--- config.mk ---
export PLATFORM = sky130hd
export DESIGN_NAME = cs_trgt_bridge
export DESIGN_NICKNAME = d
export VERILOG_FILES = /design/src/rtl/cs_trgt_pkg.sv /design/src/rtl/cs_trgt_fifo.sv /design/src/rtl/cs_trgt_bridge.sv
export SDC_FILE = /design/constraint.sdc
export NUM_CORES = 1
export LEC_CHECK = 0
export ABC_AREA = 1
export ABC_CLOCK_PERIOD_IN_PS = 5500
export CORE_AREA = 2 2 114 116
export CTS_CLUSTER_DIAMETER = 100
export DETAILED_ROUTE_END_ITERATION = 16
export DIE_AREA = 0 0 116 118
export DONT_BUFFER_PORTS = 1
export PLACE_DENSITY = 0.74
export SYNTH_ARGS = -nofsm -noshare
export SYNTH_HDL_FRONTEND = slang
export SYNTH_SLANG_ARGS = --single-unit
--- constraint.sdc ---
create_clock -name clk_i -period 5.5 [get_ports clk_i]
set_clock_uncertainty 0.1 [all_clocks]
set_input_delay 1.1 -clock clk_i [delete_from_list [all_inputs] [get_ports clk_i]]
set_output_delay 1.1 -clock clk_i [all_outputs]
set_load 0.02 [all_outputs]
--- src/rtl/cs_trgt_pkg.sv ---
// ============================================================================
//  Module      : cs_trgt_pkg
//  Description : Shared types, defaults and width helper for the target-side
//                co-simulation bridge.
//  Revision    : 1.0 - initial release
// ============================================================================
`default_nettype none

package cs_trgt_pkg;

    localparam int c_n_ch_default     = 3;
    localparam int c_dw_default       = 8;
    localparam int c_depth_default    = 4;
    localparam int c_wdog_cyc_default = 1024;

    typedef enum logic [0:0] {
        RUN     = 1'b0,
        STARVED = 1'b1
    } cs_chan_st_e;

    typedef enum logic [1:0] {
        IDLE    = 2'd0,
        HELD    = 2'd1,
        BLOCKED = 2'd2
    } cs_ul_st_e;

    // Never returns zero, so a one-entry range still gets a 1-bit vector.
    function automatic int cs_clog2(input int n);
        return (n < 2) ? 1 : $clog2(n);
    endfunction

endpackage

`default_nettype wire

--- src/rtl/cs_trgt_fifo.sv ---
// ============================================================================
//  Module      : cs_trgt_fifo
//  Description : Per-channel download FIFO; pointers carry a wrap bit so full
//                and empty need no separate counter. No write-to-read bypass.
//  Revision    : 1.0 - initial release
// ============================================================================
`default_nettype none

module cs_trgt_fifo
    import cs_trgt_pkg::*;
#(
    parameter int DEPTH = 4,
    parameter int WIDTH = 9
) (
    input  logic             clk_i,
    input  logic             rst_ni,
    input  logic             i_push,
    input  logic [WIDTH-1:0] i_wdata,
    input  logic             i_pop,
    output logic [WIDTH-1:0] o_rdata,
    output logic             o_full,
    output logic             o_empty
);

    localparam int c_aw = cs_clog2(DEPTH);

    logic [WIDTH-1:0] r_mem [DEPTH];
    logic [c_aw:0]    r_wr_ptr;
    logic [c_aw:0]    r_rd_ptr;
    logic             w_push;
    logic             w_pop;

    assign o_empty = (r_wr_ptr == r_rd_ptr);
    assign o_full  = (r_wr_ptr[c_aw] != r_rd_ptr[c_aw]) &&
                     (r_wr_ptr[c_aw-1:0] == r_rd_ptr[c_aw-1:0]);
    assign w_push  = i_push && !o_full;
    assign w_pop   = i_pop && !o_empty;
    assign o_rdata = r_mem[r_rd_ptr[c_aw-1:0]];

    always_ff @(posedge clk_i) begin
        if (w_push) begin
            r_mem[r_wr_ptr[c_aw-1:0]] <= i_wdata;
        end
    end

    always_ff @(posedge clk_i or negedge rst_ni) begin
        if (!rst_ni) begin
            r_wr_ptr <= '0;
            r_rd_ptr <= '0;
        end else begin
            if (w_push) r_wr_ptr <= r_wr_ptr + 1'b1;
            if (w_pop)  r_rd_ptr <= r_rd_ptr + 1'b1;
        end
    end

endmodule

`default_nettype wire

--- src/rtl/cs_trgt_bridge.sv ---
// ============================================================================
//  Module      : cs_trgt_bridge
//  Description : Target-side co-sim bridge: buffered download channels drive
//                the DUT one word per mission-clock event, the upload path
//                captures DUT outputs, and starved/blocked clocks are frozen.
//                Optional starvation watchdog: define CS_TRGT_WDOG_EN.
//  Revision    : 1.0 - initial release
// ============================================================================
`default_nettype none

module cs_trgt_bridge
    import cs_trgt_pkg::*;
#(
    parameter int N_CH     = c_n_ch_default,
    parameter int DW       = c_dw_default,
    parameter int DEPTH    = c_depth_default,
    parameter int WDOG_CYC = c_wdog_cyc_default
) (
    input  logic                      clk_i,
    input  logic                      rst_ni,
    input  logic                      dl_valid_i,
    output logic                      dl_ready_o,
    input  logic [cs_clog2(N_CH)-1:0] dl_ch_i,
    input  logic [DW:0]               dl_data_i,
    input  logic [N_CH:0]             evt_i,
    output logic [N_CH:0]             freeze_clk_o,
    output logic [N_CH-1:0]           dut_wen_o,
    output logic [N_CH*DW-1:0]        dut_data_o,
    input  logic                      dut_valid_i,
    input  logic [DW-1:0]             dut_data_i,
    output logic                      ul_valid_o,
    input  logic                      ul_ready_i,
    output logic [DW:0]               ul_data_o,
    output logic                      err_o
);

    localparam int c_chw = cs_clog2(N_CH);
`ifdef CS_TRGT_WDOG_EN
    localparam int          c_cw       = cs_clog2(WDOG_CYC);
    localparam logic [c_cw-1:0] c_wdog_lim = c_cw'(WDOG_CYC - 1);
`endif

    logic [N_CH-1:0] w_full;
    logic [N_CH-1:0] w_frz_ch;
    logic [N_CH-1:0] w_to_ch;
    logic            w_to_ul;

    // Out-of-range channel numbers never match, so they are never accepted.
    always_comb begin
        dl_ready_o = 1'b0;
        for (int c = 0; c < N_CH; c++) begin
            if (dl_ch_i == c_chw'(c)) dl_ready_o = !w_full[c];
        end
    end

    for (genvar c = 0; c < N_CH; c++) begin : g_ch
        cs_chan_st_e r_st;
        logic        r_frz;
        logic        r_wen;
        logic [DW-1:0] r_data;
        logic        w_push;
        logic        w_pop;
        logic        w_empty;
        logic [DW:0] w_rdata;

        assign w_push = dl_valid_i && dl_ready_o && (dl_ch_i == c_chw'(c));
        assign w_pop  = !w_empty && ((r_st == RUN && evt_i[c]) || r_st == STARVED);

        cs_trgt_fifo #(
            .DEPTH (DEPTH),
            .WIDTH (DW + 1)
        ) u_fifo (
            .clk_i   (clk_i),
            .rst_ni  (rst_ni),
            .i_push  (w_push),
            .i_wdata (dl_data_i),
            .i_pop   (w_pop),
            .o_rdata (w_rdata),
            .o_full  (w_full[c]),
            .o_empty (w_empty)
        );

`ifdef CS_TRGT_WDOG_EN
        logic [c_cw-1:0] r_cnt;
        assign w_to_ch[c] = (r_st == STARVED) && !w_pop && (r_cnt == c_wdog_lim);

        always_ff @(posedge clk_i or negedge rst_ni) begin
            if (!rst_ni)                          r_cnt <= '0;
            else if (r_st == STARVED && !w_pop && !w_to_ch[c]) r_cnt <= r_cnt + 1'b1;
            else                                  r_cnt <= '0;
        end
`else
        assign w_to_ch[c] = 1'b0;
`endif

        // A ready word always wins over a watchdog expiry in the same cycle.
        always_ff @(posedge clk_i or negedge rst_ni) begin
            if (!rst_ni) begin
                r_st   <= RUN;
                r_frz  <= 1'b0;
                r_wen  <= 1'b0;
                r_data <= '0;
            end else if (w_pop) begin
                r_wen  <= w_rdata[DW];
                r_data <= w_rdata[DW-1:0];
                r_frz  <= 1'b0;
                r_st   <= RUN;
            end else if (r_st == RUN && evt_i[c]) begin
                r_frz  <= 1'b1;
                r_st   <= STARVED;
            end else if (w_to_ch[c]) begin
                r_frz  <= 1'b0;
                r_st   <= RUN;
            end
        end

        assign w_frz_ch[c]              = r_frz;
        assign dut_wen_o[c]             = r_wen;
        assign dut_data_o[c*DW +: DW]   = r_data;
    end

    cs_ul_st_e r_ul_st;
    logic      r_ul_frz;
    logic      r_ul_valid;
    logic [DW:0] r_ul_data;

`ifdef CS_TRGT_WDOG_EN
    logic [c_cw-1:0] r_ul_cnt;
    logic            r_err;
    assign w_to_ul = (r_ul_st == BLOCKED) && !ul_ready_i && (r_ul_cnt == c_wdog_lim);

    always_ff @(posedge clk_i or negedge rst_ni) begin
        if (!rst_ni) begin
            r_ul_cnt <= '0;
            r_err    <= 1'b0;
        end else begin
            if (r_ul_st == BLOCKED && !ul_ready_i && !w_to_ul) r_ul_cnt <= r_ul_cnt + 1'b1;
            else                                                r_ul_cnt <= '0;
            if (w_to_ul || (|w_to_ch)) r_err <= 1'b1;
        end
    end
    assign err_o = r_err;
`else
    assign w_to_ul = 1'b0;
    assign err_o   = 1'b0;
`endif

    always_ff @(posedge clk_i or negedge rst_ni) begin
        if (!rst_ni) begin
            r_ul_st    <= IDLE;
            r_ul_frz   <= 1'b0;
            r_ul_valid <= 1'b0;
            r_ul_data  <= '0;
        end else begin
            case (r_ul_st)
                IDLE: begin
                    if (evt_i[N_CH]) begin
                        r_ul_data  <= {dut_valid_i, dut_data_i};
                        r_ul_valid <= 1'b1;
                        r_ul_st    <= HELD;
                    end
                end
                HELD: begin
                    if (ul_ready_i && evt_i[N_CH]) begin
                        r_ul_data  <= {dut_valid_i, dut_data_i};
                    end else if (ul_ready_i) begin
                        r_ul_valid <= 1'b0;
                        r_ul_st    <= IDLE;
                    end else if (evt_i[N_CH]) begin
                        r_ul_frz   <= 1'b1;
                        r_ul_st    <= BLOCKED;
                    end
                end
                BLOCKED: begin
                    // DUT outputs are stable here because the upload clock is held.
                    if (ul_ready_i || w_to_ul) begin
                        r_ul_data  <= {dut_valid_i, dut_data_i};
                        r_ul_frz   <= 1'b0;
                        r_ul_st    <= HELD;
                    end
                end
                default: begin
                    r_ul_st <= IDLE;
                end
            endcase
        end
    end

    assign freeze_clk_o = {r_ul_frz, w_frz_ch};
    assign ul_valid_o   = r_ul_valid;
    assign ul_data_o    = r_ul_data;

endmodule

`default_nettype wire

==> tab_implementation.tex <==
\begin{tabular}{lr}
\hline
Metric & Value \\
\hline
\multicolumn{2}{l}{\textbf{Yosys}} \\
\quad Count of warnings emitted by yosys & 0 \\
\quad Post-synthesis cell type count & 29 \\
\quad Share of synthesized registers carrying an async set or reset & between 30\% and 40\% \\
\quad Cell area after technology mapping & about 0.0073 mm\^{}2 \\
\quad Most instantiated flip-flop cell in the synthesis netlist & sky130\_fd\_sc\_hd\_\_edfxtp\_1 \\
\quad Yosys reg bits & 169 \\
\quad Top area cells in the synthesized netlist & sky130\_fd\_sc\_hd\_\_edfxtp\_1 (44\%), sky130\_fd\_sc\_hd\_\_dfrtp\_1 (21\%), sky130\_fd\_sc\_hd\_\_nand2\_1 (8.6\%) \\
\quad Fraction of synthesized cell area taken by the top area cell type & 44.4\% \\
\quad Cell type with the largest total area after synthesis & sky130\_fd\_sc\_hd\_\_edfxtp\_1 \\
\quad Post-Syn Nets & 736 \\
\quad Average size of a mapped cell & roughly 11 um\^{}2 \\
\quad Sequential element share of the synthesized area & roughly two thirds \\
\quad Count of flip-flops with a built-in enable after synthesis & roughly 110 \\
\quad Synthesized instance count & around 690 \\
\multicolumn{2}{l}{\textbf{Timing}} \\
\quad Measured slew at the worst slew-check pin & 749 ps \\
\quad Post-route clock period utilization & around three fifths \\
\quad Final critical path time including I/O delays and setup & $\sim$3300 ps \\
\quad Setup TNS & 0 ps \\
\quad Highest attainable clock frequency & between 300 and 400 MHz \\
\quad Final-report hold violation count & 0 \\
\quad Setup repair after global routing missed its margin & no \\
\quad Setup Viol. Count Final & 0 \\
\quad Slew Limit Fails & 0 \\
\quad Headroom to the max-slew limit & 49.8\% \\
\multicolumn{2}{l}{\textbf{Clocking}} \\
\quad Count of buffers added by post-CTS timing repair for setup & 0 \\
\quad Worst-Skew Late Latency & about 430 ps \\
\quad CTS clock-pin slew for the worst setup and hold paths & 70 ps \\
\quad Resize count post-CTS & 0 \\
\quad Clock tree from TritonCTS & yes \\
\quad Number of buffers inserted during clock tree synthesis & 17 \\
\quad Clock Root Buffer & sky130\_fd\_sc\_hd\_\_clkbuf\_16 \\
\quad Quantity of hold-fixing buffers added after cts & 0 \\
\quad TritonCTS Sinks & approximately 170 \\
\quad Maximum buffer depth of the clock tree & 2 \\
\quad Number of H-tree levels & 4 \\
\multicolumn{2}{l}{\textbf{Global routing}} \\
\quad Number of global-route vias before repair & 4,607 \\
\quad Global-route usage over all layers & a little under a quarter \\
\quad Remaining global-route overflow & 0 \\
\quad Number of antenna violations at the first check in global routing & 0 \\
\quad Maximum number of pins on one net before global-route repair & 62 \\
\quad First-pass GRT wire length & 23,300 um \\
\multicolumn{2}{l}{\textbf{Power and ir drop}} \\
\quad Leakage dissipation & around 3.4 nW \\
\quad Cell-internal power & roughly 2.9 mW \\
\quad Combinational fraction of design power & 28.1\% \\
\quad Clock power frac & about a quarter \\
\quad Power after layout & $\sim$4.6 mW \\
\quad Maximum vdd drop & between 0.0002 and 0.00025 V \\
\quad Power per cell area & around 580 mW/mm\^{}2 \\
\quad Switching share of total power & a little under two fifths \\
\quad Switch Pwr & 1.78 mW \\
\quad Share of total power in sequential cells & 45.4\% \\
\multicolumn{2}{l}{\textbf{Placement}} \\
\quad Number of I/O port buffers & 0 \\
\quad Routability cong. & 0.940 \\
\quad Detailed Place HPWL & 9870 um \\
\multicolumn{2}{l}{\textbf{Layout}} \\
\quad Ant. Diodes & 0 \\
\quad Share of cells above drive strength 1 & about 6.9\% \\
\quad Area growth, synth to finish & 8.85\% \\
\quad Nets & between 700 and 800 \\
\quad Area of all sequential standard cells & 0.00477 mm\^{}2 \\
\quad Most frequent cells in the layout & sky130\_fd\_sc\_hd\_\_nand2\_1 (167), sky130\_fd\_sc\_hd\_\_nor2\_1 (124), sky130\_fd\_sc\_hd\_\_edfxtp\_1 (108) \\
\quad Filler cell count & around 1,000 \\
\quad Area occupied by multi-input gates & roughly 0.0022 mm\^{}2 \\
\quad Most common cell after layout, fill and taps aside & sky130\_fd\_sc\_hd\_\_nand2\_1 \\
\multicolumn{2}{l}{\textbf{Run status}} \\
\quad Result of the run & finished clean \\
\multicolumn{2}{l}{\textbf{Critical path}} \\
\quad Category of the worst setup path capture point & output pin \\
\quad Largest fanout on the critical path & 22 \\
\quad Kind of critical path & reg2out \\
\quad Data required time at the worst endpoint & $\sim$4300 ps \\
\quad Logic depth of the worst register-to-register path & 6 \\
\quad Worst Path Arrival & around 2100 ps \\
\quad Nature of the critical path startpoint & flop \\
\multicolumn{2}{l}{\textbf{Floorplan}} \\
\quad Area of the die & about 0.014 mm\^{}2 \\
\quad Die span in x & around 120 um \\
\quad Die height & roughly 120 um \\
\quad Starting density of the core & around three fifths \\
\quad Core area & about 0.012 mm\^{}2 \\
\quad Placement row count & 41 \\
\quad Number of I/O pins & 71 \\
\multicolumn{2}{l}{\textbf{Flow run}} \\
\quad Max-cap check violation count & 0 \\
\multicolumn{2}{l}{\textbf{Drt}} \\
\quad Antenna-violating nets left & 0 \\
\quad Routed wire length & between 10,000 and 15,000 um \\
\quad Number of design rule violations left after detail routing & 0 \\
\quad Drt via density & between 5 and 6 \\
\quad DRT Pass-1 Iters & 5 \\
\quad WL/cell & between 15 and 20 um \\
\quad Number of DRC violations after detailed-routing iteration 0 & between 400 and 500 \\
\quad Vias & approximately 4,700 \\
\multicolumn{2}{l}{\textbf{Min path}} \\
\quad Class of the tightest hold or removal check & in2async \\
\hline
\end{tabular}
-- final cells by class --
| cell class | count | share of cell area, % |
|---|---|---|
| flip-flops and latches | 169 | 60.1 |
| multi-input cells | 450 | 27.4 |
| clock buffers | 27 | 6.81 |
| well taps | 172 | 2.71 |
| inverters | 43 | 2.03 |
| clock inverters | 5 | 1.02 |
-- synthesized netlist by cell type (all sizes together), types with 3 or more instances --
cell and instances:
nand2 169, nor2 125, edfxtp 108, dfrtp 61
o21ai 57, nand3 55, inv 42, buf 26
ha 15, nand4 10, xor2 6, clkbuf 5
nand3b 4, a21oi 3, xnor2 3
-- power by group through the flow --
stage	logic [mW]	clock network, mW	registers [mW]
CTS	1.31	1.24	2.11
detailed placement	1.30	0	2.13
global placement	1.25	0	2.12
global route	1.51	1.30	2.15
floorplan	1.24	0	1.97
finish	1.30	1.23	2.11
-- path summary, 6_finish.rpt --
kind	start	to	slack, ps
setup / recovery	g_ch[1].u_fifo.r_rd_ptr[0]$_DFFE_PN0P_	dl_ready_o	2200
min in group clk_i	g_ch[2].u_fifo.r_wr_ptr[2]$_DFFE_PN0P_	g_ch[2].u_fifo.r_wr_ptr[2]$_DFFE_PN0P_	450
hold / removal	rst_ni	g_ch[2].u_fifo.r_rd_ptr[2]$_DFFE_PN0P_	270
max in group asynchronous	rst_ni	g_ch[2].u_fifo.r_wr_ptr[1]$_DFFE_PN0P_	4910
hold reg to reg	g_ch[2].u_fifo.r_wr_ptr[2]$_DFFE_PN0P_	g_ch[2].u_fifo.r_wr_ptr[2]$_DFFE_PN0P_	450
setup reg to reg	g_ch[1].u_fifo.r_rd_ptr[0]$_DFFE_PN0P_	g_ch[1].u_fifo.r_mem[1][5]$_DFFE_PP_	2720
-- critical path, cell delays in order (launching register included) --
cell	delay, ps
sky130_fd_sc_hd__dfrtp_1	750
sky130_fd_sc_hd__inv_2	270
sky130_fd_sc_hd__nand2_1	120
sky130_fd_sc_hd__nand2_1	110
sky130_fd_sc_hd__nand3_2	130
sky130_fd_sc_hd__nand2_1	60
sky130_fd_sc_hd__nand3_1	220
-- logic make-up (layout without fill, tap and decap cells) --
family	count (synthesis)	in the layout	share of synthesized area, %
and+or+nand+nor	364	364	21.6
xor gates and xnor gates	9	9	1.39
other	1	1	0.0514
buffers and inverters	74	75	4.84
DFF	169	169	65.4
AOI/OAI and AO/OA	61	61	4.24
adders and majority gates	15	15	2.57
-- state kept, by name, summed over array words and instances (netlist names) --
register              count
g_ch.u_fifo.r_mem       108
g_ch.r_frz                3
r_ul_frz                  1
g_ch.r_wen                3
g_ch.r_data              24
g_ch.u_fifo.r_rd_ptr      9
g_ch.u_fifo.r_wr_ptr      9
ul_valid_o                1
ul_data_o                 9
r_ul_st                   2
-- per-stage QoR --
step           setup slack, ps  std cells  util (%)  cell area, um^2  hold slack [ps]
3_5_place_dp              2520        834      59.0             7320              438
5_1_grt                   1990        866      64.0             7940              249
2_1_floorplan             2680        693         -             7300              343
4_1_cts                   2170        866      64.0             7940              251
6_report                  2200        866      64.0             7940              265
3_3_place_gp              2550        834      59.0             7320              434
-- per-layer routing --
layer,GRT usage (%),part of all wire [%],up-vias,wire length (um)
met1,28.9,41,2287,6020
met4,9.90,2.5,0,367
li1,-,-,2267,-
met3,5.61,5.1,30,738
met2,37.3,51,137,7440
met5,0,0,-,0
Power figures use the tool's default switching activity.
